==> config.mk <==
export PLATFORM = sky130hd
export DESIGN_NAME = wb_gpio_bank
export DESIGN_NICKNAME = d
export VERILOG_FILES = /design/src/rtl/wb_gpio_pkg.sv /design/src/rtl/gpio_sync_edge.sv /design/src/rtl/wb_gpio_bank.sv
export SDC_FILE = /design/constraint.sdc
export NUM_CORES = 1
export LEC_CHECK = 0
export CAP_MARGIN = 20
export CORE_MARGIN = 1
export CORE_UTILIZATION = 30
export CTS_CLUSTER_DIAMETER = 50
export CTS_CLUSTER_SIZE = 12
export DETAILED_ROUTE_END_ITERATION = 8
export GPL_TIMING_DRIVEN = 0
export PLACE_DENSITY_LB_ADDON = 0.15
export SYNTH_ARGS = -nofsm -noshare
export SYNTH_HDL_FRONTEND = slang
export SYNTH_SLANG_ARGS = --single-unit
==> constraint.sdc <==
create_clock -name clk_i -period 1.6 [get_ports clk_i]
set_input_delay 0.16 -clock clk_i [delete_from_list [all_inputs] [get_ports clk_i]]
set_output_delay 0.16 -clock clk_i [all_outputs]
set_load 0.02 [all_outputs]
==> src/rtl/wb_gpio_pkg.sv <==
// wb_gpio_pkg
//   Shared constants for the Wishbone GPIO bank: register word indices
//   (wb_adr_i[4:2]), register reset values, the maximum pin count and a
//   helper that expands Wishbone byte selects into a 32-bit lane mask.
package wb_gpio_pkg;

    localparam int MAX_WIDTH = 32;

    // Word index of each register inside the 32-byte window
    localparam logic [2:0] REG_IN       = 3'd0;
    localparam logic [2:0] REG_OUT      = 3'd1;
    localparam logic [2:0] REG_DIR      = 3'd2;
    localparam logic [2:0] REG_SET      = 3'd3;
    localparam logic [2:0] REG_CLR      = 3'd4;
    localparam logic [2:0] REG_IRQ_EN   = 3'd5;
    localparam logic [2:0] REG_IRQ_EDGE = 3'd6;
    localparam logic [2:0] REG_IRQ_STAT = 3'd7;

    localparam logic [MAX_WIDTH-1:0] RST_OUT      = '0;
    localparam logic [MAX_WIDTH-1:0] RST_DIR      = '0;
    localparam logic [MAX_WIDTH-1:0] RST_IRQ_EN   = '0;
    localparam logic [MAX_WIDTH-1:0] RST_IRQ_EDGE = '0;
    localparam logic [MAX_WIDTH-1:0] RST_IRQ_STAT = '0;

    function automatic logic [MAX_WIDTH-1:0] lane_mask(input logic [3:0] sel);
        lane_mask = {{8{sel[3]}}, {8{sel[2]}}, {8{sel[1]}}, {8{sel[0]}}};
    endfunction

endpackage

==> src/rtl/gpio_sync_edge.sv <==
// gpio_sync_edge
//   Multi-stage synchroniser for asynchronous pad inputs, plus (when
//   WB_GPIO_IRQ_EN is defined) one extra registered copy of the synced
//   value used to produce per-bit rising/falling edge pulses.
// Ports:
//   clk   - system clock
//   rst_n - synchronous active-low reset
//   din   - asynchronous pad inputs
//   sync  - value after STAGES flops
//   rise  - sync & ~prev   (WB_GPIO_IRQ_EN builds only)
//   fall  - ~sync & prev   (WB_GPIO_IRQ_EN builds only)
module gpio_sync_edge #(
    parameter int WIDTH  = 32,
    parameter int STAGES = 2
) (
    input  logic             clk,
    input  logic             rst_n,
    input  logic [WIDTH-1:0] din,
    output logic [WIDTH-1:0] sync
`ifdef WB_GPIO_IRQ_EN
    ,
    output logic [WIDTH-1:0] rise,
    output logic [WIDTH-1:0] fall
`endif
);

    // Stage 0 samples the pads; stage STAGES-1 is the safe output
    logic [STAGES-1:0][WIDTH-1:0] sync_q;

    always_ff @(posedge clk) begin
        if (!rst_n) begin
            sync_q <= '0;
        end else begin
            sync_q <= {sync_q[STAGES-2:0], din};
        end
    end

    assign sync = sync_q[STAGES-1];

`ifdef WB_GPIO_IRQ_EN
    logic [WIDTH-1:0] prev_q;

    always_ff @(posedge clk) begin
        if (!rst_n) begin
            prev_q <= '0;
        end else begin
            prev_q <= sync;
        end
    end

    assign rise = sync & ~prev_q;
    assign fall = ~sync & prev_q;
`endif

endmodule

==> src/rtl/wb_gpio_bank.sv <==
// wb_gpio_bank
//   Wishbone B4 classic slave GPIO bank, 32-byte window, 8 word registers:
//   IN, OUT, DIR, SET, CLR, IRQ_EN, IRQ_EDGE, IRQ_STAT (W1C).
//   Optional edge interrupts are built only when WB_GPIO_IRQ_EN is defined;
//   otherwise offsets 0x14..0x1C read 0, ignore writes, and irq_o is 0.
// Ports:
//   clk_i, rst_n_i        - clock, synchronous active-low reset
//   wb_cyc_i .. wb_dat_i  - Wishbone request (only wb_adr_i[4:2] decoded)
//   wb_dat_o, wb_ack_o    - registered read data and one-cycle ack
//   gpio_i                - asynchronous pad inputs
//   gpio_o, gpio_oe_o     - pad output values / enables (1 = drive)
//   irq_o                 - level interrupt, registered
module wb_gpio_bank
    import wb_gpio_pkg::*;
#(
    parameter int GPIO_WIDTH  = 32,
    parameter int SYNC_STAGES = 2
) (
    input  logic                  clk_i,
    input  logic                  rst_n_i,
    input  logic                  wb_cyc_i,
    input  logic                  wb_stb_i,
    input  logic                  wb_we_i,
    input  logic [31:0]           wb_adr_i,
    input  logic [3:0]            wb_sel_i,
    input  logic [31:0]           wb_dat_i,
    output logic [31:0]           wb_dat_o,
    output logic                  wb_ack_o,
    input  logic [GPIO_WIDTH-1:0] gpio_i,
    output logic [GPIO_WIDTH-1:0] gpio_o,
    output logic [GPIO_WIDTH-1:0] gpio_oe_o,
    output logic                  irq_o
);

    logic [GPIO_WIDTH-1:0] out_q, dir_q, pin_sync;
    logic [MAX_WIDTH-1:0]  lm32, wd32, rdata;
    logic [GPIO_WIDTH-1:0] lm, wd;
    logic [31:0]           dat_q;
    logic [2:0]            idx;
    logic                  ack_q, req, wr;
    logic                  unused_bits;

    // Suppressing a new request while ack is high yields ack every other
    // cycle for a held strobe.
    assign req  = wb_cyc_i & wb_stb_i & ~ack_q;
    assign wr   = req & wb_we_i;
    assign idx  = wb_adr_i[4:2];
    assign lm32 = lane_mask(wb_sel_i);
    // Unselected bytes read as zero, which is what SET/CLR/W1C need
    assign wd32 = wb_dat_i & lm32;
    assign lm   = lm32[GPIO_WIDTH-1:0];
    assign wd   = wd32[GPIO_WIDTH-1:0];

    assign unused_bits = &{1'b0, wb_adr_i[31:5], wb_adr_i[1:0]};

`ifdef WB_GPIO_IRQ_EN
    logic [GPIO_WIDTH-1:0] rise, fall, edge_hit, w1c;
    logic [GPIO_WIDTH-1:0] en_q, edge_q, stat_q;
    logic                  irq_q;

    gpio_sync_edge #(.WIDTH(GPIO_WIDTH), .STAGES(SYNC_STAGES)) u_sync (
        .clk   (clk_i),
        .rst_n (rst_n_i),
        .din   (gpio_i),
        .sync  (pin_sync),
        .rise  (rise),
        .fall  (fall)
    );

    assign edge_hit = (edge_q & rise) | (~edge_q & fall);
    assign w1c      = (wr && idx == REG_IRQ_STAT) ? wd : '0;

    always_ff @(posedge clk_i) begin
        if (!rst_n_i) begin
            en_q   <= RST_IRQ_EN[GPIO_WIDTH-1:0];
            edge_q <= RST_IRQ_EDGE[GPIO_WIDTH-1:0];
            stat_q <= RST_IRQ_STAT[GPIO_WIDTH-1:0];
            irq_q  <= 1'b0;
        end else begin
            if (wr && idx == REG_IRQ_EN)   en_q   <= (en_q & ~lm) | wd;
            if (wr && idx == REG_IRQ_EDGE) edge_q <= (edge_q & ~lm) | wd;
            // Clear first, then OR in new edges: a same-cycle edge wins
            stat_q <= (stat_q & ~w1c) | (edge_hit & en_q);
            irq_q  <= |(stat_q & en_q);
        end
    end

    assign irq_o = irq_q;
`else
    gpio_sync_edge #(.WIDTH(GPIO_WIDTH), .STAGES(SYNC_STAGES)) u_sync (
        .clk   (clk_i),
        .rst_n (rst_n_i),
        .din   (gpio_i),
        .sync  (pin_sync)
    );

    assign irq_o = 1'b0;
`endif

    always_comb begin
        rdata = '0;
        case (idx)
            REG_IN:       rdata[GPIO_WIDTH-1:0] = pin_sync;
            REG_OUT:      rdata[GPIO_WIDTH-1:0] = out_q;
            REG_DIR:      rdata[GPIO_WIDTH-1:0] = dir_q;
`ifdef WB_GPIO_IRQ_EN
            REG_IRQ_EN:   rdata[GPIO_WIDTH-1:0] = en_q;
            REG_IRQ_EDGE: rdata[GPIO_WIDTH-1:0] = edge_q;
            REG_IRQ_STAT: rdata[GPIO_WIDTH-1:0] = stat_q;
`endif
            default:      rdata = '0;
        endcase
    end

    always_ff @(posedge clk_i) begin
        if (!rst_n_i) begin
            ack_q <= 1'b0;
            dat_q <= '0;
            out_q <= RST_OUT[GPIO_WIDTH-1:0];
            dir_q <= RST_DIR[GPIO_WIDTH-1:0];
        end else begin
            ack_q <= req;
            dat_q <= (req && !wb_we_i) ? rdata : '0;
            if (wr) begin
                case (idx)
                    REG_OUT: out_q <= (out_q & ~lm) | wd;
                    REG_DIR: dir_q <= (dir_q & ~lm) | wd;
                    REG_SET: out_q <= out_q | wd;
                    REG_CLR: out_q <= out_q & ~wd;
                    default: ;
                endcase
            end
        end
    end

    assign wb_ack_o  = ack_q;
    assign wb_dat_o  = dat_q;
    assign gpio_o    = out_q;
    assign gpio_oe_o = dir_q;

endmodule

==> out/results.ini <==
[status]
status=complete, no violations

[clocking]
cts_buffer_depth=2
clk_latency_ns=0.43
cts-root-buf=clkbuf_16
hold_buffers=0
clock-sinks=161
htreeDepth=4
cts_buffers=17
clk_pin_slew_worst_paths_ns=0.06
cts_tree=built

[setup_path]
critPathMaxStageDelay_ns=0.62
r2r_start=wb_ack_o$_SDFF_PN0_
crit_required_ns=1.44
critical_path_arrival_ns=1.39
worstPathMaxFanout=3
cp_slowest_cell=clkdlybuf4s50_1
worst_setup_path_start_kind=flip-flop
cp_top_family=buffers and inverters
crit_buf_inv=1
cp_cell_sequence=clkdlybuf4s50_1
critPathKind=reg -> out
endpoint_kind=output port

[min_path]
hold_path.class=in -> reg
worstHoldStart=rst_n_i

[floorplan]
die_width_um=146
design.core.area_um2=20400
start_util_pct=30.7
io_pins=203
row_count=52
dieArea_um2=21400
die_h_um=146

[timing]
tns_ns=0
rsz0062_at_grt=no
period_minus_slack_ns=1.55
min_period_over_period_pct=96.9
hold_violations=0
worstMarginPinSlew_ns=0.664
relSlewSlack_pct=55.7
setup_violations=0
fmax_mhz=645
drv_slew=0
skew_ns=0.00925

[final_layout]
drive_above_1_share_pct=6.89
layout_commonest_cell=dfxtp_1
final_cell_mix=161 x dfxtp_1, 101 x clkdlybuf4s50_1, 65 x nand2_1
area_delta_synth_final_pct=42.3
fillers=2064
diodes=0
nets=1037
postLayoutCellArea_um2=8900

[power]
power.leakage_uw=0.00401
p_per_area_nw_per_um2=1030
ir_worst_vdd_mv=0.704

[route]
viasPerCell=4.61
wl_met2_mm=8.85
route.met3.wl_mm=1.25
post-route-drc-count=0
wl_per_cell_um=15.6
dr.pass1.iters=4
m1WireLength_mm=8.61
vias=5595
drtAntennaViolNets=0
highest_layer=met4
drt_iter0_drc=311
wl_mm=18.9

[placement]
portBuffers=165
place.gp.congestion=0.764
dpl.hpwl_mm=14.0
postPlaceCellArea_um2=8240

[logic_synthesis]
synth_top_area_cell=dfxtp_1
synth_cell_types=25
ys_seq_area_share_pct=51.6
syn_avg_cell_area_um2=8.37
synth_area_leaders=dfxtp_1 52%, and2_1 6.4%, a21oi_1 5.1%, mux2i_1 5.1%, nand2_1 3.9%
syn_nets=852
ys_seq_elements=161
synthCells=747
ys_warn_count=0
syn_area_um2=6250
synth_top_area_share_pct=51.6

[flow_run]
cap_violations=0

[grt]
grt_max_degree=17
antenna_found_initial=0
overflow=0
grt_pass1_wl_mm=29.3
grt_pass1_vias=5291
grt_util_all_layers_pct=18.0

==> path summary, 6_finish.rpt <==
| path | slack (ns) | end | cells past startpoint |
|---|---|---|---|
| max | 0.05 | gpio_oe_o[12] | 1 |
| min | 0.18 | wb_ack_o$_SDFF_PN0_ | 2 |
| max reg2reg | 0.06 | gpio_o[24]$_SDFFE_PN0P_ | 5 |
| min reg2reg | 0.43 | u_sync.sync[29]$_SDFF_PN0_ | 1 |
==> kinds of logic after synthesis <==
| kind of cell | Yosys count | synth area share [%] |
|---|---|---|
| and+or+nand+nor | 235 | 18.1 |
| AOI/OAI and AO/OA | 195 | 17.0 |
| DFF | 161 | 51.6 |
| buffers and inverters | 123 | 8.20 |
| muxes | 32 | 5.12 |
| other | 1 | 0.0600 |
==> per-stage QoR <==
stage / hold WS, ns / std cells / worst slack, ns / power, µW / util, %
floorplan: 0.287 / 747 / 0.228 / 4660 / -
global placement: 0.413 / 1182 / -0.505 / 5040 / 40.5
detailed placement: 0.417 / 1182 / -0.536 / 5050 / 40.5
CTS: 0.159 / 1212 / 0.00206 / 9240 / 43.3
global route: 0.201 / 1214 / 0.00134 / 9530 / 43.7
finish: 0.180 / 1214 / 0.0494 / 9130 / 43.7
==> cell type report <==
cell class	instances	area [µm²]	area share (%)
flip-flops and latches	161	3220	36.2
well taps	270	338	3.80
repair buffers	167	1670	18.7
inverters	64	240	2.70
multi-input cells	463	2550	28.6
clock inverters	12	160	1.80
plain buffers	58	284	3.19
clock buffers	19	443	4.98
==> power by group <==
| part | internal [µW] | total, µW | switching [µW] |
|---|---|---|---|
| Combinational | 363 | 782 | 419 |
| Sequential | 4110 | 4160 | 52.7 |
| Clock | 2500 | 4190 | 1690 |
==> synth_stat cells (all sizes together) <==
| library cell | number |
|---|---|
| nand2 | 65 |
| a211oi | 1 |
| a21oi | 64 |
| and2 | 64 |
| nor3b | 2 |
| a31oi | 32 |
| and4b | 2 |
| o21a | 1 |
| o22ai | 32 |
| nor2b | 2 |
| nand3 | 36 |
| inv | 64 |
| o21ai | 64 |
| mux2i | 32 |
| buf | 24 |
| conb | 1 |
| dfxtp | 161 |
| nor2 | 64 |
| a21o | 1 |
| clkbuf | 35 |
==> metal layers <==
| metal | vias up | global-route usage (%) |
|---|---|---|
| met5 | - | 0 |
| met4 | 0 | 5.94 |
| met3 | 16 | 4.88 |
| met2 | 142 | 29.3 |
| met1 | 2579 | 23.0 |
| li1 | 2858 | - |
==> repair_timing <==
action | 4_1_cts | 5_1_grt
endpoints found under the setup margin | 71 | 82
cloned | 0 | 0
setup buffers | 0 | 2
gates resized for setup | 50 | 34
No activity file was read; power rests on OpenSTA's default activity.
==> RTL change 1, RTL diff (same settings) <==
The option `WB_GPIO_IRQ_EN` is turned on by a define.
--- a/src/rtl/gpio_sync_edge.sv
+++ b/src/rtl/gpio_sync_edge.sv
@@ -9,6 +9,8 @@
 //   sync  - value after STAGES flops
 //   rise  - sync & ~prev   (WB_GPIO_IRQ_EN builds only)
 //   fall  - ~sync & prev   (WB_GPIO_IRQ_EN builds only)
+`define WB_GPIO_IRQ_EN
+
 module gpio_sync_edge #(
     parameter int WIDTH  = 32,
     parameter int STAGES = 2
Function: changed (Yosys sat finds a counterexample within 4 cycles, from zero or initial values and one cycle with rst_n_i low).
==> RTL change 1 against the unedited design <==
- the flow now finishes with violations (setup timing)
- cell area increased by 82%
- wire length is 140% higher
- power increased by 86%
- sequential cell count increased by 129
- area after synthesis grew 90%
- critical path depth increased by 4
- worst setup slack worse by 0.088 ns
- first-iteration DRC count grew to 2.7 times the old value
- register-to-register slack got worse by 0.099 ns
- critical path type is now reg2reg
- largest cell class is now multi-input gates
- largest power group unchanged
==> RTL change 1: results (changes against the unedited design) <==
[run_status]
status = finished, violations left  ; was finished, final reports clean
violations = setup timing

[min_path]
hp-start = gpio_i[29]  ; was rst_n_i
hold_end = u_sync.sync_q[29]  ; was wb_ack_o
hold_depth = 2  ; unchanged

[setup_path]
reg2reg_depth = 5  ; unchanged
max_stage_delay_ns = 0.36  ; was 0.62 ns
critical_path.max_fanout = 4  ; was 3
arrival_ns = 2.08  ; was 1.39 ns
crit_path_top_delay_cell = nor3_2  ; was clkdlybuf4s50_1
crit_start = wb_ack_o
r2r-end = wb_dat_o[6]  ; was gpio_o[24]

[cts]
htreeDepth = 2  ; was 4
worstSkewPairLatency_ns = 0.53  ; was 0.43 ns
path_clk_slew_ns = 0.06  ; about the same
cts_buffers = 36  ; was 17
clock_path_buffers = 3  ; was 2

[synth]
synthTopCellsByCount = dfxtp_1, mux2i_1, and2_1, nor2b_1, a22oi_1  ; was dfxtp_1, nand2_1
ys_types = 41  ; was 25
synth_area_leaders = dfxtp_1, mux2i_1, a22oi_1  ; was dfxtp_1, and2_1, a21oi_1
async_flop_share = 0  ; unchanged
synth_fp_nets = 1317  ; was 852
avgSynthCellArea_um2 = 9.78  ; was 8.37 um2
ys_seq_area_frac = 0.490  ; was 0.516
synthFlopType = dfxtp_1  ; unchanged

[grt]
grt.met1_usage = 0.305  ; was 0.230
grtUsageTotal = 0.223  ; was 0.180
grt_max_degree = 13  ; was 17
antenna_found_initial = 0  ; unchanged
grt_first_pass_wirelength_um = 66300  ; was 29300 um
grt_pass1_vias = 9776  ; was 5291
grt_use_met3 = 0.0416  ; was 0.0488
grt.met2_usage = 0.353  ; was 0.293

[layout]
antennaDiodeCount = 0  ; unchanged
n_fill_cell = 3874  ; was 2064
final_nets = 1538  ; was 1037
layout-drive-gt1-share = 0.147  ; was 0.0689

[placed_design]
dpl.cell_count = 1902  ; was 1182
dp_slack_ns = -1.27  ; was -0.536 ns
place.gp.congestion = 0.861  ; was 0.764
portBuffers = 172  ; was 165
hpwl_um = 31600  ; was 14000 um

[route]
firstDrtPassIters = 5  ; was 4
avgRoutedWirePerCell_um = 23.2  ; was 15.6 um
wirelength_um = 45800  ; was 18900 um
vias_per_cell = 5.18  ; was 4.61
drt_iter0_drc = 854  ; was 311

[pwr]
p_leak_uw = 0.00692  ; was 0.00401 uW
max-vdd-ir-drop_uv = 761  ; was 704 uV

[sta]
worstMarginPinSlew_ns = 0.910  ; was 0.664 ns
tns_ns = -0.291  ; was 0 ns
setup_ws_ns = -0.0386  ; was 0.0494 ns
setup_viol = 18  ; was 0
clock_skew_ns = 0.0150  ; was 0.00925 ns

[RTL change 1: critical path, delay by kind of cell (launching register included)]
family	cells	cell delay, ns
buf+inv	2	0.35
flops	1	0.32
simple gates	2	0.63
compound gates	1	0.27
[RTL change 1: layout make-up]
class / instances / share of cell area
Buffer: 73 / 0.0379
Clock buffer: 44 / 0.0607
Clock inverter: 17 / 0.0135
Inverter: 1 / 0.000232
Multi-Input combinational cell: 847 / 0.377
Sequential cell: 290 / 0.359
Tap cell: 518 / 0.0401
Timing Repair Buffer: 184 / 0.111
[RTL change 1: power breakdown]
group          internal (uW)  total [uW]  switching, uW
Combinational            493        1230            736
Sequential              7350        7430           87.4
Clock                   5040        8350           3300
[RTL change 1: metal layers]
layer,vias to the layer above,part of all wire
met5,-,0
met4,0,0.030
met3,76,0.069
met2,377,0.45
met1,4998,0.45
li1,4780,-
[RTL change 1: logic make-up after synthesis]
family	after synthesis	share of synthesized area
and+or+nand+nor	461	0.219
DFF	290	0.490
AOI/OAI and AO/OA	264	0.158
muxes	122	0.104
buffers and inverters	75	0.0288
[RTL change 1: worst max path at each step]
stage / to / slack [ns] / cells past startpoint
floorplan: gpio_o[0] / 0.006 / 7
global placement: wb_dat_o[22] / -1.30 / 7
detailed placement: wb_dat_o[22] / -1.27 / 7
CTS: wb_dat_o[24] / -0.05 / 5
global route: gpio_o[12] / -0.07 / 7
finish: wb_dat_o[6] / -0.04 / 5
[RTL change 1: per-stage QoR]
step / area, um2 / hold slack, ns
after floorplan: 11900 / 0.287
after global placement: 14200 / 0.417
after detailed placement: 14200 / 0.417
after CTS: 15900 / 0.197
after global routing: 16200 / 0.210
final: 16200 / 0.209
[RTL change 1: timing repair]
item	CTS	global route
buffers inserted	9	1
setup endpoints to repair	367	174
gates resized for setup	213	79
gates cloned	1	1
pin swaps	7	15
hold endpoints to repair	0	0
==> RTL change 2, RTL diff (config.mk and constraints unchanged) <==
Without the edit above. Take the reset off `dat_q` and load it in a clocked block of its own.
--- a/src/rtl/wb_gpio_bank.sv
+++ b/src/rtl/wb_gpio_bank.sv
@@ -115,12 +115,10 @@
     always_ff @(posedge clk_i) begin
         if (!rst_n_i) begin
             ack_q <= 1'b0;
-            dat_q <= '0;
             out_q <= RST_OUT[GPIO_WIDTH-1:0];
             dir_q <= RST_DIR[GPIO_WIDTH-1:0];
         end else begin
             ack_q <= req;
-            dat_q <= (req && !wb_we_i) ? rdata : '0;
             if (wr) begin
                 case (idx)
                     REG_OUT: out_q <= (out_q & ~lm) | wd;
@@ -133,6 +131,10 @@
         end
     end
 
+    always_ff @(posedge clk_i) begin
+        dat_q <= (req && !wb_we_i) ? rdata : '0;
+    end
+
     assign wb_ack_o  = ack_q;
     assign wb_dat_o  = dat_q;
     assign gpio_o    = out_q;
Behaviour: differs if rst_n_i is asserted again (counterexample within 4 cycles, from zero or initial values and one cycle with rst_n_i low); with rst_n_i held inactive, the same outputs for 4 cycles.
==> RTL change 2 against the unedited design <==
- sequential power barely moved
- area after synthesis up 0.10%
- sequential cell count stayed put
- critical path depth rose by 4
- wire length rose by 2.4%
- cell area increased by 0.51%
- non-clock buffer count shrank 1
- worst setup slack worse by 0.020 ns
- power rose by 2.3%
- largest power group unchanged
- highest routed layer unchanged
==> RTL change 2: results (changes against the unedited design) <==
[route]
wirelength_um = 19400  ; was 18900 um
wl_met2_um = 8930  ; was 8850 um
wl_met3_um = 1120  ; was 1250 um
drt_iter0_drc = 328  ; was 311
firstDrtPassIters = 5  ; was 4

[setup_path]
crit_path_top_delay_cell = and4b_4  ; was clkdlybuf4s50_1
worstSetupEndpointType = flop  ; was output port
arrival_ns = 1.87  ; was 1.39 ns
critical_path.max_fanout = 10  ; was 3
r2r-end = gpio_o[28]  ; was gpio_o[24]
rrSetupSlack_ns = 0.03  ; was 0.06 ns

[sta]
relSlewSlack = 0.576  ; was 0.557

[placed_design]
dp_slack_ns = -0.671  ; was -0.536 ns
place.gp.congestion = 0.772  ; was 0.764

[layout]
final_nets = 1038  ; was 1037
final-nonclk-buf-share = 0.219  ; about the same
multi_input_cells = 465  ; was 463
antennaDiodeCount = 1  ; was 0
multi_input_area_um2 = 2560  ; was 2550 um2

[grt]
grt.met1_usage = 0.252  ; was 0.230
grt_first_pass_wirelength_um = 30700  ; was 29300 um
grt_pass1_vias = 5413  ; was 5291
grt.met2_usage = 0.295  ; was 0.293
antenna_found_initial = 1  ; was 0
grt_use_met3 = 0.0456  ; was 0.0488

[min_path]
hold_end = wb_dat_o[30]  ; was wb_ack_o
hold_depth = 4  ; was 2

[synth]
synth_top_area_share = 0.515  ; was 0.516
synth_area_leaders = dfxtp_1, and2_1, a21oi_1  ; unchanged

[run_status]
status = finished, final reports clean  ; unchanged

[pwr]
max-vdd-ir-drop_uv = 724  ; was 704 uV

## RTL change 2: power breakdown
part / internal (uW) / switching, uW / total, uW
clock network: 2660 / 1720 / 4370
logic: 368 / 435 / 803
registers: 4110 / 52.5 / 4160
total: 7140 / 2200 / 9340
## RTL change 2: metrics by stage
step,setup TNS (ns),area (um2),hold WS (ns)
4_1_cts,0,8850,0.220
2_1_floorplan,0,6260,0.287
5_1_grt,-0.252,8940,0.273
3_3_place_gp,-38.34,8250,0.413
3_5_place_dp,-43.19,8250,0.418
6_report,0,8940,0.233
## RTL change 2: cell families (layout without fill, tap and decap cells)
| logic type | count (synthesis) | count (layout) |
|---|---|---|
| AO/OA/AOI/OAI | 195 | 195 |
| other | 1 | 2 |
| flip-flops | 161 | 161 |
| multiplexers | 32 | 32 |
| AND/OR/NAND/NOR | 237 | 237 |
| buffers and inverters | 123 | 319 |
